## config.mk

```make
export PLATFORM = sky130hd
export DESIGN_NAME = barret_rr_sched_3221
export DESIGN_NICKNAME = d
export VERILOG_FILES = /design/src/rtl/barret_rr_sched_3221.sv
export SDC_FILE = /design/constraint.sdc
export NUM_CORES = 1
export LEC_CHECK = 0
export CORE_AREA = 2 2 155 157
export DETAILED_ROUTE_END_ITERATION = 8
export DIE_AREA = 0 0 157 159
export HOLD_SLACK_MARGIN = 0.06
export PLACE_DENSITY = 0.86
export SLEW_MARGIN = 30
export SYNTH_ARGS = -nofsm -noshare
export SYNTH_HDL_FRONTEND = slang
export SYNTH_HIERARCHICAL = 1
export SYNTH_SLANG_ARGS = --single-unit
```

## constraint.sdc

```tcl
create_clock -name clk -period 30.8 [get_ports clk]
set_input_delay 6.16 -clock clk [delete_from_list [all_inputs] [get_ports clk]]
set_output_delay 6.16 -clock clk [all_outputs]
set_load 0.1 [all_outputs]
```

## src/rtl/barret_rr_sched_3221.sv

```systemverilog
// rtl/barret_rr_sched_3221.sv - round-robin shared mod-3221 Barrett reducer, 2-stage pipe (optional BARRET_STATS_EN counters)

module barret_for_3221 (
   input  logic [22:0] x,
   output logic [11:0] r
);
   // floor(2^35 / 3221): quotient estimate is at most one short for 23-bit inputs
   localparam logic [23:0] MU = 24'd10667413;
   localparam logic [11:0] M  = 12'd3221;

   logic [46:0] prod;
   logic [11:0] q;
   logic [23:0] qm;
   logic [23:0] rem;

   // Barrett quotient estimate, then a single conditional subtract to land in [0, 3221)
   always_comb begin
      prod = {24'd0, x} * {23'd0, MU};
      q    = 12'(prod >> 35);
      qm   = {12'd0, q} * {12'd0, M};
      rem  = {1'b0, x} - qm;
      if (rem >= {12'd0, M}) begin
         rem = rem - {12'd0, M};
      end
      r = rem[11:0];
   end
endmodule

module barret_rr_sched_3221 #(
   parameter int NUM_REQ = 4,
   parameter int DATA_W  = 23,
   parameter int RES_W   = 12,
   parameter int TAG_W   = 2
) (
   input  logic                      clk,
   input  logic                      rst_n,
   input  logic [NUM_REQ-1:0]        req_valid,
   input  logic [NUM_REQ*DATA_W-1:0] req_data,
   output logic [NUM_REQ-1:0]        req_ready,
   output logic                      out_valid,
   input  logic                      out_ready,
   output logic [RES_W-1:0]          out_data,
   output logic [TAG_W-1:0]          out_tag,
   output logic                      busy
`ifdef BARRET_STATS_EN
   ,
   output logic [15:0]               done_cnt,
   output logic [15:0]               stall_cnt
`endif
);
   localparam logic [TAG_W:0]   NREQ     = (TAG_W+1)'(NUM_REQ);
   localparam logic [TAG_W-1:0] LAST_IDX = TAG_W'(NUM_REQ - 1);

   logic              s0_v;
   logic              s1_v;
   logic [DATA_W-1:0] s0_data;
   logic [TAG_W-1:0]  s0_tag;
   logic [RES_W-1:0]  s1_data;
   logic [TAG_W-1:0]  s1_tag;
   logic [TAG_W-1:0]  ptr;

   logic              s1_adv;
   logic              s0_adv;
   logic              grant_any;
   logic [TAG_W-1:0]  grant_idx;
   logic [TAG_W:0]    cand;
   logic [DATA_W-1:0] grant_data;
   logic [TAG_W-1:0]  ptr_next;
   logic [RES_W-1:0]  red_out;

   // Handshake advance: a stage moves when it is empty or the stage after it moves
   always_comb begin
      s1_adv = !s1_v || out_ready;
      s0_adv = !s0_v || s1_adv;
   end

   // Round-robin search from ptr upward with wrap; only grants when S0 can take data
   always_comb begin
      grant_any = 1'b0;
      grant_idx = '0;
      cand      = '0;
      if (rst_n && s0_adv) begin
         for (int k = 0; k < NUM_REQ; k++) begin
            cand = {1'b0, ptr} + (TAG_W+1)'(k);
            if (cand >= NREQ) begin
               cand = cand - NREQ;
            end
            if (!grant_any && req_valid[cand[TAG_W-1:0]]) begin
               grant_any = 1'b1;
               grant_idx = cand[TAG_W-1:0];
            end
         end
      end
      req_ready = '0;
      if (grant_any) begin
         req_ready[grant_idx] = 1'b1;
      end
   end

   // Operand mux and next pointer (one past the winner)
   always_comb begin
      grant_data = req_data[grant_idx*DATA_W +: DATA_W];
      ptr_next   = (grant_idx == LAST_IDX) ? '0 : grant_idx + 1'b1;
   end

   barret_for_3221 u_red (
      .x (s0_data),
      .r (red_out)
   );

   // Pipeline registers and arbitration pointer
   always_ff @(posedge clk or negedge rst_n) begin
      if (!rst_n) begin
         s0_v    <= 1'b0;
         s1_v    <= 1'b0;
         s0_data <= '0;
         s0_tag  <= '0;
         s1_data <= '0;
         s1_tag  <= '0;
         ptr     <= '0;
      end else begin
         if (s1_adv) begin
            s1_v <= s0_v;
            if (s0_v) begin
               s1_data <= red_out;
               s1_tag  <= s0_tag;
            end
         end
         if (s0_adv) begin
            s0_v <= grant_any;
            if (grant_any) begin
               s0_data <= grant_data;
               s0_tag  <= grant_idx;
               ptr     <= ptr_next;
            end
         end
      end
   end

   // Outputs come straight from S1
   always_comb begin
      out_valid = s1_v;
      out_data  = s1_data;
      out_tag   = s1_tag;
      busy      = s0_v || s1_v;
   end

`ifdef BARRET_STATS_EN
   // Saturating completion and stall counters
   always_ff @(posedge clk or negedge rst_n) begin
      if (!rst_n) begin
         done_cnt  <= '0;
         stall_cnt <= '0;
      end else begin
         if (s1_v && out_ready && done_cnt != 16'hFFFF) begin
            done_cnt <= done_cnt + 16'd1;
         end
         if (s1_v && !out_ready && stall_cnt != 16'hFFFF) begin
            stall_cnt <= stall_cnt + 16'd1;
         end
      end
   end
`endif

endmodule

```

==> reports/metrics.cfg, run 1 <==
[setup_path]
cp_slowest_stage_delay_ps=1130
arrival_ps=9400
crit_top_cell=nand2_1
crit_path_max_fanout=44
worst-path-buf-inv=4
crit_required_ps=24640
crit_path_cell_trace=buf_2 -> buf_4 -> nand2_1 -> nor2_1 -> nand2_1 -> inv_1 -> ha_1 -> and2_1 -> clkdlybuf4s50_1
cp-end-kind=output pin
startpoint_type=primary input
crit_family=buffers and inverters
cp_slowest_cell=clkdlybuf4s50_1
crit_type=primary input to output pin

[yosys]
synth_area_leaders=fa_1, ha_1, inv_1
synth_top_area_share_pct=27.92
synth_top_family_by_area=adder cells
netlist_area_mm2=0.01484
synth_xor_area_share_pct=2.832
syn_avg_cell_area_um2=9.460
ys_warn_count=6
synth-simple-area-share_pct=7.747
synth_ff_type=dfrtp_1
synthAdderAreaFrac_pct=54.89
synth_cell_types=87
ys_seq_elements=43
synth_edf_count=0
yosysTopAreaCell=fa_1
ys_seq_area_share_pct=7.249
synthArstFlopShare_pct=100.0
syn_nets=2195
synth_mux_area_share_pct=4.527
synth_compound_area_share_pct=11.06
synthCells=1569

[die]
rows=56
coreArea_mm2=0.02319
design.die.area_mm2=0.02496
die_h_um=159
start_util_pct=64.00
die_w_um=157
ioPinCount=119

[job]
drv_cap=0

[sta]
skew_ps=6.046
maxSlewHeadroom_pct=29.73
drv_slew=0
max_freq_mhz=64.25
finalHoldViolCount=0
worst_slew_pin_slew_ps=1047
setup_viol=0
fin_crit_sh_pct=50.53
fin_crit_ps=15560
setup_tns_ps=0
rsz0062_at_grt=no

[placed_design]
hpwl_um=32120
io_buffers=118
gp_congestion=0.9990

[finish]
fin_util_pct=70.87
drive_gt1_share_pct=3.757
final_cell_mix=inv_1, ha_1, fa_1
final_common_cell=inv_1
areaGrowthSynthToFinish_pct=10.73
final_nets=2302

[clocking]
cts_tree=yes
cts_sinks=43
cts_buffers=5
clock_latency_ps=290
root_buffer=clkbuf_16
htree_levels=2
cts_resized=0
cts_hold_buf=0
cts.path.max_buffers=2
post-cts-setup-buffer-count=0
clk_pin_slew_ps=70

[drt]
drc=0
drtIter0Drc=779
routedWlPerCell_um=18.57
num_vias=11510
drtAntennaViolNets=0
vias_per_cell=5.763
wl_um=37100
firstDrtPassIters=5

[global_routing]
antenna_found_initial=1
gr-usage-all-layers_pct=30.64
grt_max_degree=45
grt_pass1_vias=12250
grt.overflow.total=0
grt_first_pass_wirelength_um=59930

[hold_path]
hold_path.class=flop to flop

[run_status]
outcome=finished, final reports clean

state kept, by name (all words and copies together), names as in the netlist:
signal / count
ptr: 2
out_tag: 2
out_valid: 1
s0_v: 1
s0_data: 23
out_data: 12
s0_tag: 2
worst paths after layout:
path / slack, ps / start / depth (start not counted) / to
worst max-delay path: 15240 / rst_n / 9 / req_ready[1]
worst min-delay path: 480 / s0_tag[1]$_DFFE_PN0P_ / 1 / s0_tag[1]$_DFFE_PN0P_
worst max register to register: 17090 / s0_data[7]$_DFFE_PN0P_ / 42 / out_data[1]$_DFFE_PN0P_
worst min register to register: 480 / s0_tag[1]$_DFFE_PN0P_ / 1 / s0_tag[1]$_DFFE_PN0P_
max in group asynchronous: 24480 / rst_n / 2 / s0_data[4]$_DFFE_PN0P_
min in group asynchronous: 5930 / rst_n / 2 / out_data[10]$_DFFE_PN0P_
per-stage QoR:
| stage | hold WS (ps) | cell area (um2) | setup slack (ps) | instances |
|---|---|---|---|---|
| 2_1_floorplan | 439.8 | 14840 | 16820 | 1569 |
| 3_3_place_gp | 455.1 | 16270 | 15280 | 1988 |
| 3_5_place_dp | 462.3 | 16270 | 15200 | 1988 |
| 4_1_cts | 477.6 | 16420 | 15210 | 1996 |
| 5_1_grt | 500.0 | 16430 | 14940 | 1997 |
| 6_report | 476.4 | 16440 | 15240 | 1998 |
Yosys cell counts, drive strengths merged, types with 6 or more instances:
library cell    n
nor2b           9
mux2           15
and3            7
dfrtp          43
and2            9
xor2           24
buf            16
o21ai          36
xnor2          24
or3            26
nor4            6
ha            320
mux2i          49
o21bai          7
fa            207
nand3          20
nand4           9
nor2           41
a21oi          60
o21a            8
nand2          73
inv           412
a31oi           6
clkbuf          8
nor3            8
a21o           20
o211ai         33
per-layer routing:
metal	vias up	GRT usage, %	routed length, um
li1	5343	-	-
met1	5638	38.68	14880
met2	436	51.16	17780
met3	97	6.070	2661
met4	0	13.09	1775
met5	-	0	0
cell type report:
cell class	count	area (um2)
Multi-Input combinational cell	1090	12040
Fill cell	1693	6756
Inverter	412	1546
Timing Repair Buffer	124	1221
Sequential cell	43	1076
Tap cell	319	399.1
Clock buffer	5	125.1
Clock inverter	3	23.77
Antenna cell	2	5.005
cells by family (layout without fill, tap and decap cells):
| group | count (synthesis) | count (layout) |
|---|---|---|
| fa+ha+maj | 527 | 527 |
| buf+inv | 436 | 544 |
| simple gates | 228 | 228 |
| compound gates | 223 | 223 |
| mux | 64 | 64 |
| xor+xnor | 48 | 48 |
| flops | 43 | 43 |
| other cells | 0 | 2 |
Power of run 1 is not shown: default switching activity piles up to over one toggle a cycle in this logic, so the estimate is an artifact.
==> run 2: changes to the inputs <==
- CORE_AREA: 2 2 155 157 -> 2 2 166 168
- DIE_AREA: 0 0 157 159 -> 0 0 168 170
- PLACE_DENSITY: 0.86 -> 0.8
- clock period: 30.8 -> 13.38 ns (I/O delays scaled with it)
==> run 2 against run 1 <==
Critical path depth is 36 higher. Largest cell class unchanged. Core utilization shrank 8.7 points. Clock skew up 3.3 ps. Register-to-register slack got worse by 16000 ps. Via count decreased by 1.6%. Die area grew 14%. Non-clock buffer count is 15 higher. Worst setup slack worse by 15000 ps. Sequential share of layout area about the same. Worst hold slack is essentially flat.
==> reports/metrics.cfg, run 2 (synthesis results as in run 1) <==
[run_status]
outcome=finished, final reports clean  ; unchanged

[placed_design]
place_area_mm2=0.01641  ; was 0.01627 mm2
io_buffers=118  ; unchanged
gp_congestion=0.9698  ; was 0.9990
hpwl_um=33150  ; was 32120 um

[setup_path]
crit_path_max_fanout=11  ; was 44
arrival_ps=12890  ; was 9400 ps
cp-end-kind=flop  ; was output pin
r2r_slack_ps=670  ; was 17090 ps
crit_type=flop to flop  ; was primary input to output pin
crit_top_cell=inv_1  ; was nand2_1
cp_slowest_cell=fa_1  ; was clkdlybuf4s50_1
crit_required_ps=13560  ; was 24640 ps
cp_slowest_stage_delay_ps=540  ; was 1130 ps
startpoint_type=flop  ; was primary input

[clocking]
cts_buffers=5  ; unchanged
post-cts-setup-buffer-count=0  ; unchanged
root_buffer=clkbuf_16  ; unchanged
cts_sinks=43  ; unchanged
clock_latency_ps=290  ; about the same
clk_pin_slew_ps=70  ; about the same
cts_resized=0  ; unchanged
cts_hold_buf=0  ; unchanged
htree_levels=2  ; unchanged
cts_tree=yes  ; unchanged
cts.path.max_buffers=2  ; unchanged

[drt]
vias_per_cell=5.572  ; was 5.763
num_vias=11330  ; was 11510
routedWlPerCell_um=18.36  ; was 18.57 um
drc=0  ; unchanged
firstDrtPassIters=5  ; unchanged
drtIter0Drc=589  ; was 779
wl_um=37330  ; was 37100 um
drtAntennaViolNets=0  ; unchanged

[finish]
largest_reg_flops=23  ; unchanged
drive_gt1_share_pct=4.728  ; was 3.757%
regMostFlops=s0_data  ; unchanged
n_fill_cell=2201  ; was 1693
final_area_mm2=0.01658  ; was 0.01644 mm2
fin_util_pct=62.22  ; was 70.87%
num_antenna_cells=0  ; was 2
final_common_cell=inv_1  ; unchanged
areaGrowthSynthToFinish_pct=11.71  ; was 10.73%
final_cell_mix=inv_1, ha_1, fa_1  ; unchanged
final_nets=2317  ; was 2302

[sta]
max_freq_mhz=78.69
fin_crit_ps=12710
drv_slew=0  ; unchanged
fin_crit_sh_pct=94.98
worst_slew_pin_slew_ps=992.6  ; was 1047 ps
finalHoldViolCount=0  ; unchanged
setup_tns_ps=0  ; unchanged
whs_ps=476.6  ; was 476.4 ps
maxSlewHeadroom_pct=33.62  ; was 29.73%
setup_viol=0  ; unchanged
skew_ps=9.371  ; was 6.046 ps
rsz0062_at_grt=no  ; unchanged

[hold_path]
hold_path.class=flop to flop  ; unchanged

[global_routing]
grt_max_degree=45  ; unchanged
use_met2_pct=47.25  ; was 51.16%
grt_pass1_vias=12330  ; was 12250
top_usage_layer=met2  ; unchanged
grt_first_pass_wirelength_um=62000  ; was 59930 um
gr-usage-met1_pct=35.15  ; was 38.68%
antenna_found_initial=1  ; unchanged
gr-usage-all-layers_pct=27.59  ; was 30.64%
grt.overflow.total=0  ; unchanged
use_met3_pct=4.442  ; was 6.070%

[die]
design.die.area_mm2=0.02856  ; was 0.02496 mm2
die_h_um=170  ; was 159 um
ioPinCount=119  ; unchanged
start_util_pct=55.69  ; was 64.00%
die_w_um=168  ; was 157 um
rows=60  ; was 56
coreArea_mm2=0.02665  ; was 0.02319 mm2

[job]
drv_cap=0  ; unchanged

run 2: cell types whose count changed in the layout (fill, tap and decap cells not counted), sizes merged:
| cell | delta |
|---|---|
| diode | -2 |
| inv | +2 |
| clkinvlp | -2 |
| buf | +15 |
run 2: worst paths after layout:
path                                            endpoint                   start  depth (start not counted)
worst max-delay path             out_data[1]$_DFFE_PN0P_  s0_data[3]$_DFFE_PN0P_                         45
worst min-delay path               s0_tag[1]$_DFFE_PN0P_   s0_tag[1]$_DFFE_PN0P_                          1
worst max register to register   out_data[1]$_DFFE_PN0P_  s0_data[3]$_DFFE_PN0P_                         45
worst min register to register     s0_tag[1]$_DFFE_PN0P_   s0_tag[1]$_DFFE_PN0P_                          1
max in group asynchronous        s0_data[12]$_DFFE_PN0P_                   rst_n                          2
min in group asynchronous       out_data[10]$_DFFE_PN0P_                   rst_n                          2
run 2: critical path: cells and delay by family (launching register included):
family,cells,cell delay (ps)
adders and majority gates,14,6150
and+or+nand+nor,11,2590
AOI/OAI and AO/OA,6,1380
buffers and inverters,11,840
muxes,2,640
DFF,1,520
xor gates and xnor gates,1,480
run 2: metrics by stage:
stage / setup WS [ps] / std cells
after CTS: 701.4 / 2033
after global routing: 55.83 / 2033
after global placement: 993.5 / 2025
after detailed placement: 745.3 / 2025
after floorplan: 2070 / 1569
final: 672.0 / 2033
run 2: layout make-up:
cell class                      count  area (um2)  area share [%]
Multi-Input combinational cell   1090       12050           72.65
Inverter                          412        1546           9.327
Sequential cell                    43        1077           6.497
Clock buffer                        5       125.1          0.7546
Timing Repair Buffer              139        1334           8.044
Tap cell                          341       426.7           2.573
Clock inverter                      3       26.28          0.1585
run 2: routing by layer:
layer | vias up | routed length, um
li1 | 5364 | -
met2 | 363 | 17910
met1 | 5528 | 15590
met4 | 0 | 1525
met5 | - | 0
met3 | 73 | 2303
Power of run 2 is left out for the same reason.
